## config.mk

```make
export PLATFORM = sky130hd
export DESIGN_NAME = mem_stage
export DESIGN_NICKNAME = d
export VERILOG_FILES = /design/src/rtl/mem_stage_pkg.sv /design/src/rtl/lsu_align.sv /design/src/rtl/mem_stage.sv
export SDC_FILE = /design/constraint.sdc
export NUM_CORES = 1
export LEC_CHECK = 0
export ABC_AREA = 0
export BUFFER_PORTS_ARGS = -buffer_cell sky130_fd_sc_hd__clkbuf_2
export CAP_MARGIN = 10
export CORE_UTILIZATION = 45
export CTS_CLUSTER_SIZE = 28
export DETAILED_ROUTE_END_ITERATION = 7
export MAX_ROUTING_LAYER = met4
export PLACE_DENSITY = 0.74
export RECOVER_POWER = 100
export SYNTH_ARGS = -nofsm -noshare
export SYNTH_HDL_FRONTEND = slang
export SYNTH_SLANG_ARGS = --single-unit
```

## constraint.sdc

```tcl
create_clock -name clk -period 3.5 [get_ports clk]
set_input_delay 0.35 -clock clk [delete_from_list [all_inputs] [get_ports clk]]
set_output_delay 0.35 -clock clk [all_outputs]
set_load 0.02 [all_outputs]
```

## src/rtl/mem_stage_pkg.sv

```systemverilog
// Shared types and constants for the RV32 memory-access stage.
// Holds funct3 codes, FSM encodings and the bus/write-back payload structs.
package mem_stage_pkg;

    localparam int unsigned XLEN   = 32;
    localparam int unsigned REG_AW = 5;
    localparam int unsigned BE_W   = 4;
    localparam int unsigned CNT_W  = 8;

    localparam logic [XLEN-1:0] ZERO_WORD = '0;

    localparam logic [2:0] LB  = 3'b000;
    localparam logic [2:0] LH  = 3'b001;
    localparam logic [2:0] LW  = 3'b010;
    localparam logic [2:0] LBU = 3'b100;
    localparam logic [2:0] LHU = 3'b101;
    localparam logic [2:0] SB  = 3'b000;
    localparam logic [2:0] SH  = 3'b001;
    localparam logic [2:0] SW  = 3'b010;

    typedef enum logic [1:0] {
        MEM_IDLE = 2'd0,
        MEM_REQ  = 2'd1,
        MEM_WAIT = 2'd2
    } mem_state_t;

    typedef struct packed {
        logic            req;
        logic            we;
        logic [XLEN-1:0] addr;
        logic [BE_W-1:0] be;
        logic [XLEN-1:0] wdata;
    } bus_req_t;

    typedef struct packed {
        logic              we;
        logic [REG_AW-1:0] waddr;
        logic [XLEN-1:0]   wdata;
    } wb_t;

    // Context of the in-flight access, needed when the response returns.
    typedef struct packed {
        logic              we;
        logic [REG_AW-1:0] waddr;
        logic [1:0]        off;
        logic [2:0]        funct3;
        logic              store;
    } acc_t;

    // Halfwords need an even address, words a 4-byte aligned one.
    function automatic logic is_misaligned(input logic [2:0] funct3, input logic [1:0] off);
        logic mis;
        case (funct3[1:0])
            2'b00:   mis = 1'b0;
            2'b01:   mis = off[0];
            default: mis = (off != 2'b00);
        endcase
        return mis;
    endfunction

endpackage

```

## src/rtl/lsu_align.sv

```systemverilog
// Combinational lane logic: byte enables, store shift, misalign check,
// and load byte/halfword extraction with sign or zero extension.
module lsu_align
    import mem_stage_pkg::*;
(
    input  logic [2:0]      i_st_funct3,
    input  logic [1:0]      i_st_off,
    input  logic [XLEN-1:0] i_st_wdata,
    output logic [BE_W-1:0] o_be_c,
    output logic [XLEN-1:0] o_wdata_c,
    output logic            o_misalign_c,
    input  logic [2:0]      i_ld_funct3,
    input  logic [1:0]      i_ld_off,
    input  logic [XLEN-1:0] i_rdata,
    output logic [XLEN-1:0] o_ldata_c
);

    logic [2:0]      w_size;
    logic [XLEN-1:0] w_shift;

    assign w_size       = {1'b0, i_st_funct3[1:0]};
    assign o_wdata_c    = i_st_wdata << {i_st_off, 3'b000};
    assign o_misalign_c = is_misaligned(i_st_funct3, i_st_off);
    assign w_shift      = i_rdata >> {i_ld_off, 3'b000};

    always_comb begin
        o_be_c = 4'b1111;
        case (w_size)
            SB:      o_be_c = 4'b0001 << i_st_off;
            SH:      o_be_c = 4'b0011 << i_st_off;
            SW:      o_be_c = 4'b1111;
            default: o_be_c = 4'b1111;
        endcase
    end

    always_comb begin
        o_ldata_c = i_rdata;
        case (i_ld_funct3)
            LB:      o_ldata_c = {{(XLEN-8){w_shift[7]}}, w_shift[7:0]};
            LH:      o_ldata_c = {{(XLEN-16){w_shift[15]}}, w_shift[15:0]};
            LW:      o_ldata_c = i_rdata;
            LBU:     o_ldata_c = {{(XLEN-8){1'b0}}, w_shift[7:0]};
            LHU:     o_ldata_c = {{(XLEN-16){1'b0}}, w_shift[15:0]};
            default: o_ldata_c = i_rdata;
        endcase
    end

endmodule

```

## src/rtl/mem_stage.sv

```systemverilog
// RV32 memory-access stage: ALU pass-through plus load/store over a
// req/gnt/rvalid bus, with upstream hold and a per-phase timeout.
module mem_stage
    import mem_stage_pkg::*;
#(
    parameter int unsigned TIMEOUT_CYC = 255
) (
    input  logic              clk,
    input  logic              rst,
    input  logic              reg_we_i,
    input  logic [REG_AW-1:0] reg_waddr_i,
    input  logic [XLEN-1:0]   reg_wdata_i,
    input  logic              mem_re_i,
    input  logic              mem_we_i,
    input  logic [XLEN-1:0]   mem_addr_i,
    input  logic [XLEN-1:0]   mem_wdata_i,
    input  logic [2:0]        mem_funct3_i,
    output logic              mem_req_o,
    output logic              mem_we_o,
    output logic [XLEN-1:0]   mem_addr_o,
    output logic [BE_W-1:0]   mem_be_o,
    output logic [XLEN-1:0]   mem_wdata_o,
    input  logic              mem_gnt_i,
    input  logic              mem_rvalid_i,
    input  logic [XLEN-1:0]   mem_rdata_i,
    output logic              hold_req_o,
    output logic              wb_reg_we_o,
    output logic [REG_AW-1:0] wb_reg_waddr_o,
    output logic [XLEN-1:0]   wb_reg_wdata_o,
    output logic              misalign_o,
    output logic              bus_err_o
);

    mem_state_t       r_state, w_state_nxt;
    logic [CNT_W-1:0] r_cnt, w_cnt_nxt;
    bus_req_t         r_bus, w_bus_nxt;
    wb_t              r_wb, w_wb_nxt;
    acc_t             r_acc, w_acc_nxt;
    logic             r_misalign, w_misalign_nxt;
    logic             r_bus_err, w_bus_err_nxt;

    logic             w_mem_op;
    logic             w_timeout;
    logic             w_hold;
    logic [BE_W-1:0]  w_be;
    logic [XLEN-1:0]  w_st_wdata;
    logic             w_misalign;
    logic [XLEN-1:0]  w_ldata;

    assign w_mem_op  = mem_re_i | mem_we_i;
    assign w_timeout = (r_cnt == CNT_W'(TIMEOUT_CYC));

    lsu_align u_lsu_align (
        .i_st_funct3  (mem_funct3_i),
        .i_st_off     (mem_addr_i[1:0]),
        .i_st_wdata   (mem_wdata_i),
        .o_be_c       (w_be),
        .o_wdata_c    (w_st_wdata),
        .o_misalign_c (w_misalign),
        .i_ld_funct3  (r_acc.funct3),
        .i_ld_off     (r_acc.off),
        .i_rdata      (mem_rdata_i),
        .o_ldata_c    (w_ldata)
    );

    // Next-state, next-register values and the combinational hold request.
    always_comb begin
        w_state_nxt    = r_state;
        w_cnt_nxt      = r_cnt;
        w_bus_nxt      = r_bus;
        w_wb_nxt       = r_wb;
        w_wb_nxt.we    = 1'b0;
        w_acc_nxt      = r_acc;
        w_misalign_nxt = 1'b0;
        w_bus_err_nxt  = 1'b0;
        w_hold         = 1'b0;

        case (r_state)
            MEM_IDLE: begin
                if (!w_mem_op) begin
                    w_wb_nxt.we    = reg_we_i;
                    w_wb_nxt.waddr = reg_waddr_i;
                    w_wb_nxt.wdata = reg_wdata_i;
                end else if (w_misalign) begin
                    w_misalign_nxt = 1'b1;
                end else begin
                    w_hold           = 1'b1;
                    w_acc_nxt.we     = reg_we_i;
                    w_acc_nxt.waddr  = reg_waddr_i;
                    w_acc_nxt.off    = mem_addr_i[1:0];
                    w_acc_nxt.funct3 = mem_funct3_i;
                    w_acc_nxt.store  = mem_we_i;
                    w_bus_nxt.req    = 1'b1;
                    w_bus_nxt.we     = mem_we_i;
                    w_bus_nxt.addr   = {mem_addr_i[XLEN-1:2], 2'b00};
                    w_bus_nxt.be     = w_be;
                    w_bus_nxt.wdata  = mem_we_i ? w_st_wdata : ZERO_WORD;
                    w_cnt_nxt        = '0;
                    w_state_nxt      = MEM_REQ;
                end
            end

            MEM_REQ: begin
                if (w_timeout) begin
                    w_bus_err_nxt = 1'b1;
                    w_bus_nxt.req = 1'b0;
                    w_state_nxt   = MEM_IDLE;
                end else if (mem_gnt_i) begin
                    w_hold        = 1'b1;
                    w_bus_nxt.req = 1'b0;
                    w_cnt_nxt     = '0;
                    w_state_nxt   = MEM_WAIT;
                end else begin
                    w_hold    = 1'b1;
                    w_cnt_nxt = r_cnt + CNT_W'(1);
                end
            end

            MEM_WAIT: begin
                if (w_timeout) begin
                    w_bus_err_nxt = 1'b1;
                    w_bus_nxt.req = 1'b0;
                    w_state_nxt   = MEM_IDLE;
                end else if (mem_rvalid_i) begin
                    if (!r_acc.store) begin
                        w_wb_nxt.we    = r_acc.we;
                        w_wb_nxt.waddr = r_acc.waddr;
                        w_wb_nxt.wdata = w_ldata;
                    end
                    w_state_nxt = MEM_IDLE;
                end else begin
                    w_hold    = 1'b1;
                    w_cnt_nxt = r_cnt + CNT_W'(1);
                end
            end

            default: w_state_nxt = MEM_IDLE;
        endcase
    end

    always_ff @(posedge clk or negedge rst) begin
        if (!rst) begin
            r_state    <= MEM_IDLE;
            r_cnt      <= '0;
            r_bus      <= '0;
            r_wb       <= '0;
            r_acc      <= '0;
            r_misalign <= 1'b0;
            r_bus_err  <= 1'b0;
        end else begin
            r_state    <= w_state_nxt;
            r_cnt      <= w_cnt_nxt;
            r_bus      <= w_bus_nxt;
            r_wb       <= w_wb_nxt;
            r_acc      <= w_acc_nxt;
            r_misalign <= w_misalign_nxt;
            r_bus_err  <= w_bus_err_nxt;
        end
    end

    assign hold_req_o     = w_hold;
    assign mem_req_o      = r_bus.req;
    assign mem_we_o       = r_bus.we;
    assign mem_addr_o     = r_bus.addr;
    assign mem_be_o       = r_bus.be;
    assign mem_wdata_o    = r_bus.wdata;
    assign wb_reg_we_o    = r_wb.we;
    assign wb_reg_waddr_o = r_wb.waddr;
    assign wb_reg_wdata_o = r_wb.wdata;
    assign misalign_o     = r_misalign;
    assign bus_err_o      = r_bus_err;

endmodule

```

# Yosys cells after proc, flatten, opt, wreduce, memory -nomap -nowiden

Cells that the tools add are included.
Widths: inputs -> output; s select.

Register bits after elaboration: 129
Latch bits: 0
Memory bits (writable): 0
Memory bits (read-only): 0
Output and inout bits: 111
Word-level logic and storage cells: 94
Memories: 0

Add/sub/neg operators: 1
$mul: 0
Div/mod/pow operators: 0
$lt $le $gt $ge: 0
Eq/ne operators: 18
Shift operators: 4
Mux-type cells: 40
Bitwise gates (word level): 2
Reduce and logical (&&, ||, !) cells: 13

Operators with widths:

| cell                | number |
|---|---|
| $mux 38             | 4 |
| $mux 70             | 2 |
| $pmux 32 s4         | 1 |
| $pmux 38 s2         | 1 |
| $mux 8              | 6 |
| $mux 32             | 1 |
| $shl 32x5->32       | 1 |
| $shr 32x5->16       | 1 |
| $pmux 8 s3          | 1 |
| $ne 2x2->1 const B  | 9 |
| $mux 1              | 13 |
| $mux 2              | 6 |
| $reduce_and 5->1    | 2 |
| $add 8x1->8 const B | 1 |
| $eq 8x8->1 const B  | 1 |
| $pmux 4 s2          | 1 |
| $eq 3x3->1 const B  | 2 |
| $logic_not 3->1     | 2 |
| $ne 3x3->1 const B  | 2 |
| $pmux 1 s3          | 2 |
| $pmux 2 s3          | 1 |
| $reduce_and 6->1    | 1 |
| $eq 2x1->1 const B  | 2 |
| $logic_not 2->1     | 2 |
| 12 further kinds    | 13 |

# Depth between registers and ports, before layout

Word-level depth: 6
Depth in mapped cells: 9
Gate-level depth less buffers: 7

# By module

A second synthesis with hierarchy kept.

Cell total of the unflattened synthesis: 666
Area total of the unflattened synthesis: 7018.0 sq um

Modules (own cells, without submodules):

| module    | instances | cells each | area an instance (sq um) | seq. area each (sq um) |
|---|---|---|---|---|
| mem_stage | 1         | 461        | 5808.1                   | 3228.1 |
| lsu_align | 1         | 205        | 1209.9                   | 0.0 |

# Worst setup path before layout

No wires, ideal clock.

Path type: flip-flop to output port
Start: register r_state[0]
End: output hold_req_o
Arrival time: 1987 ps
Data required time: 3150 ps
Path slack: 1163 ps
Cell stages (with the launch flop): 9
Path buffers: 3
Cells stage by stage: dfrtp_1 > inv_1 > ha_1 > o21ai_2 > or2_1 > clkbuf_1 > buf_2 > buf_1 > a21oi_1

Cells in the longest elaborated chain, start to end: 2
Elaborated cells between the ends (all ways): 4

RTL lines:

| what                               | RTL line         | RTL |
|---|---|---|
| from (decl)                        | mem_stage.sv:34  | `mem_state_t r_state, w_state_nxt;` |
| from (signal assigned)             | mem_stage.sv:151 | `r_state <= w_state_nxt;` |
| $eq 2x2->1 (tied with other cells) | mem_stage.sv:78  | `case (r_state)` |
| $pmux 1 s3 *                       | mem_stage.sv:78  |  |
| to (decl)                          | mem_stage.sv:26  | `output logic hold_req_o,` |

Every way passes the cells marked *; elsewhere a longest branch is shown, timed or not.

# Worst setup path after layout

Start: register r_state[1]
End: output hold_req_o

Same word-level chain as after synthesis.

==> flow_summary.ini <==
[pwr]
comb_power_share = 0.422
leakagePower_nw = 3.77
p_total_mw = 7.80
swShare = 0.422
seqPwrFrac = 0.337
clockPowerShare = 0.241
peakVddDrop_mv = 0.487
p_per_area_nw_per_um2 = 931
power_switching_mw = 3.29
intPower_mw = 4.50

[detailed_routing]
wire_per_inst_microns = 18.1
via_per_inst = 5.54
drt_iter0_drc = 446
wl_met3_mm = 1.68
highest_layer = met4
vias = 5986
first_pass_iters = 7
met1_length_mm = 7.74
met2_length_mm = 9.83
ant_nets = 0
drc = 0
wl_mm = 19.6

[timing]
finalHoldViolCount = 0
rsz0062_at_grt = false
setup_viol = 0
slew_headroom = -0.0317
min_period_ps = 3010
finalSetupTns_ps = 0
fmax_mhz = 332
finClkSkew_ps = 10.7
post-route-period-util = 0.861
drv_slew = 62
worst_slew_pin_slew_ps = 1550

[global_routing]
antenna_found_initial = 1
grt_use_total = 0.268
grt_max_degree = 70
grt_pass1_wl_mm = 29.7
grt_pass1_vias = 5726
overflow = 0

[floorplanning]
core_area_sq_um = 14100
initial_core_util = 0.470
die_area_sq_um = 15200
fp.dieH_microns = 123
row_count = 43
ios = 254
die_w_microns = 123

[yosys]
ys_ff_latch = 129
synth_most_common_cell = dfrtp_1
yosys-top-cells-area = dfrtp_1 (49%), mux2_2 (6.5%), nand2_1 (4.1%)
ys_types = 51
ys_seq_area_frac = 0.487
syn_avg_cell_area_sq_um = 10.0
synth_cells = 661
synthArstFlopShare = 1.00
yosys_warnings = 0
netlist_area_sq_um = 6620
synth_top_area_frac = 0.487
synthFlopType = dfrtp_1
synth_top_cell_by_area = dfrtp_1
ys_top_cells_by_count = dfrtp_1 (129), nand2_1 (73), nor2_1 (66)
synth-edff-count = 0

[critical_path]
worstRegToRegCells = 7
rr_startpoint = r_cnt[0]
crit_chain = inv_1 > ha_1 > o21ai_0 > or2_4 > a21oi_1 > clkbuf_1
path_max_fanout = 40
arrival_ps = 2660
critPathLaunchType = flip-flop
crit_end = hold_req_o
crit_cells = 6
path_delay_family = compound AO/OA/AOI/OAI gates
cp_slowest_stage_delay_ps = 560
worstSetupStartpoint = r_state[1]
path_buf_inv = 2
crit_path_top_delay_cell = or2_4
cp-end-kind = output pin
crit_type = flip-flop to output pin
reg2reg_to = wb_reg_wdata_o[17]
ff2ff_setup_slack_ps = 750
worstPathRequired_ps = 3150

[layout]
final_area_sq_um = 8370
register_area_sq_um = 3230
layout.cells.non_filler = 1080
final_layout_size_suffix_gt1_frac = 0.251
area_growth_pct = 26.4
multi_input_area_sq_um = 3040
fillers = 1304
nets = 1035

[clocking]
cts.path.max_buffers = 2
cts_tree = done
ctsResizeCount = 0
cts_buffers = 17
h-tree-depth = 4
path_clk_slew_ps = 60
root_buffer = clkbuf_16
cts_sinks = 129
clock_latency_ps = 410
cts_setup_buffers = 0

[placement]
io_buffers = 251
dp_hpwl_mm = 14.2
gp_congestion = 0.856
dpl_cell_area_sq_um = 7960
placedCellCount = 1047

[status]
status = finished with violations
violations = capacitance limit, slew limit

[job]
maxCapViolCount = 1

[hold_path]
hold_class = primary input to flip-flop
-- layer usage --
layer	GRT usage	vias up
met5	-	-
met2	0.438	290
met4	0.0858	0
met3	0.0780	18
li1	-	2827
met1	0.317	2851
-- cells by family (layout without fill, tap and decap cells) --
family,count (synthesis),in the layout,synth area share
other,1,3,0.000566
DFF,129,129,0.487
muxes,72,72,0.119
adders and majority gates,5,5,0.00944
and+or+nand+nor,184,184,0.121
buffers and inverters,64,301,0.0455
AOI/OAI and AO/OA,206,206,0.217
-- per-stage QoR --
step | hold slack, ps | setup slack, ps | util
after floorplan | 54.4 | 1160 | -
after global placement | 363 | 1040 | 0.565
after detailed placement | 366 | 1000 | 0.565
after CTS | 141 | 706 | 0.610
after global routing | 146 | 350 | 0.594
final | 160 | 488 | 0.594
-- placed cells by master (no fill, tap or decap), drive strengths merged, types with 5 or more instances in the layout --
cell and n:
a2bb2oi 15, nand2 73, mux2 49, clkbuf 271
ha 5, o21ai 62, nor2 66, buf 7
a21oi 38, nand2b 17, a32oi 17, mux2i 23
a31oi 15, dfrtp 129, inv 13, nor2b 9
a22oi 9, a22o 9, o211ai 23
-- flip-flops by register name (all words and copies together) (netlist names) --
| signal | count |
|---|---|
| mem_be_o | 4 |
| mem_addr_o | 30 |
| r_acc | 12 |
| bus_err_o | 1 |
| mem_wdata_o | 32 |
| mem_req_o | 1 |
| wb_reg_wdata_o | 32 |
| wb_reg_we_o | 1 |
| r_state | 2 |
| misalign_o | 1 |
| r_cnt | 8 |
| wb_reg_waddr_o | 5 |
-- worst min-delay path by stage --
| stage | from | to | slack, ps | cells after the start |
|---|---|---|---|---|
| final | mem_funct3_i[2] | r_acc[3] | 160 | 2 |
| after global routing | mem_addr_i[10] | mem_addr_o[10] | 150 | 2 |
| after CTS | mem_funct3_i[2] | r_acc[3] | 140 | 2 |
| after floorplan | rst | bus_err_o | 50 | 0 |
| after detailed placement | rst | wb_reg_wdata_o[6] | 370 | 1 |
| after global placement | rst | wb_reg_wdata_o[6] | 360 | 1 |
-- power by group through the flow --
stage / Combinational (mW) / Sequential [mW] / Clock (mW)
floorplan: 1.77 / 3.21 / 0
global placement: 3.43 / 2.63 / 0
detailed placement: 3.49 / 2.65 / 0
CTS: 3.50 / 2.64 / 1.91
global route: 3.61 / 2.72 / 1.98
finish: 3.29 / 2.63 / 1.88
-- repair_timing --
| action | in CTS | in global routing |
|---|---|---|
| endpoints found under the hold margin | 60 | 0 |
| endpoints found under the setup margin | 0 | 0 |
| hold buffers | 1 | 0 |
-- area by class of cell --
type / count / area share
flip-flops and latches: 129 / 0.386
multi-input cells: 469 / 0.363
repair buffers: 260 / 0.145
clock buffers: 19 / 0.0529
well taps: 180 / 0.0269
clock inverters: 12 / 0.0217
inverters: 10 / 0.00448
diodes: 1 / 0.000299
Power figures use the tool's default switching activity.
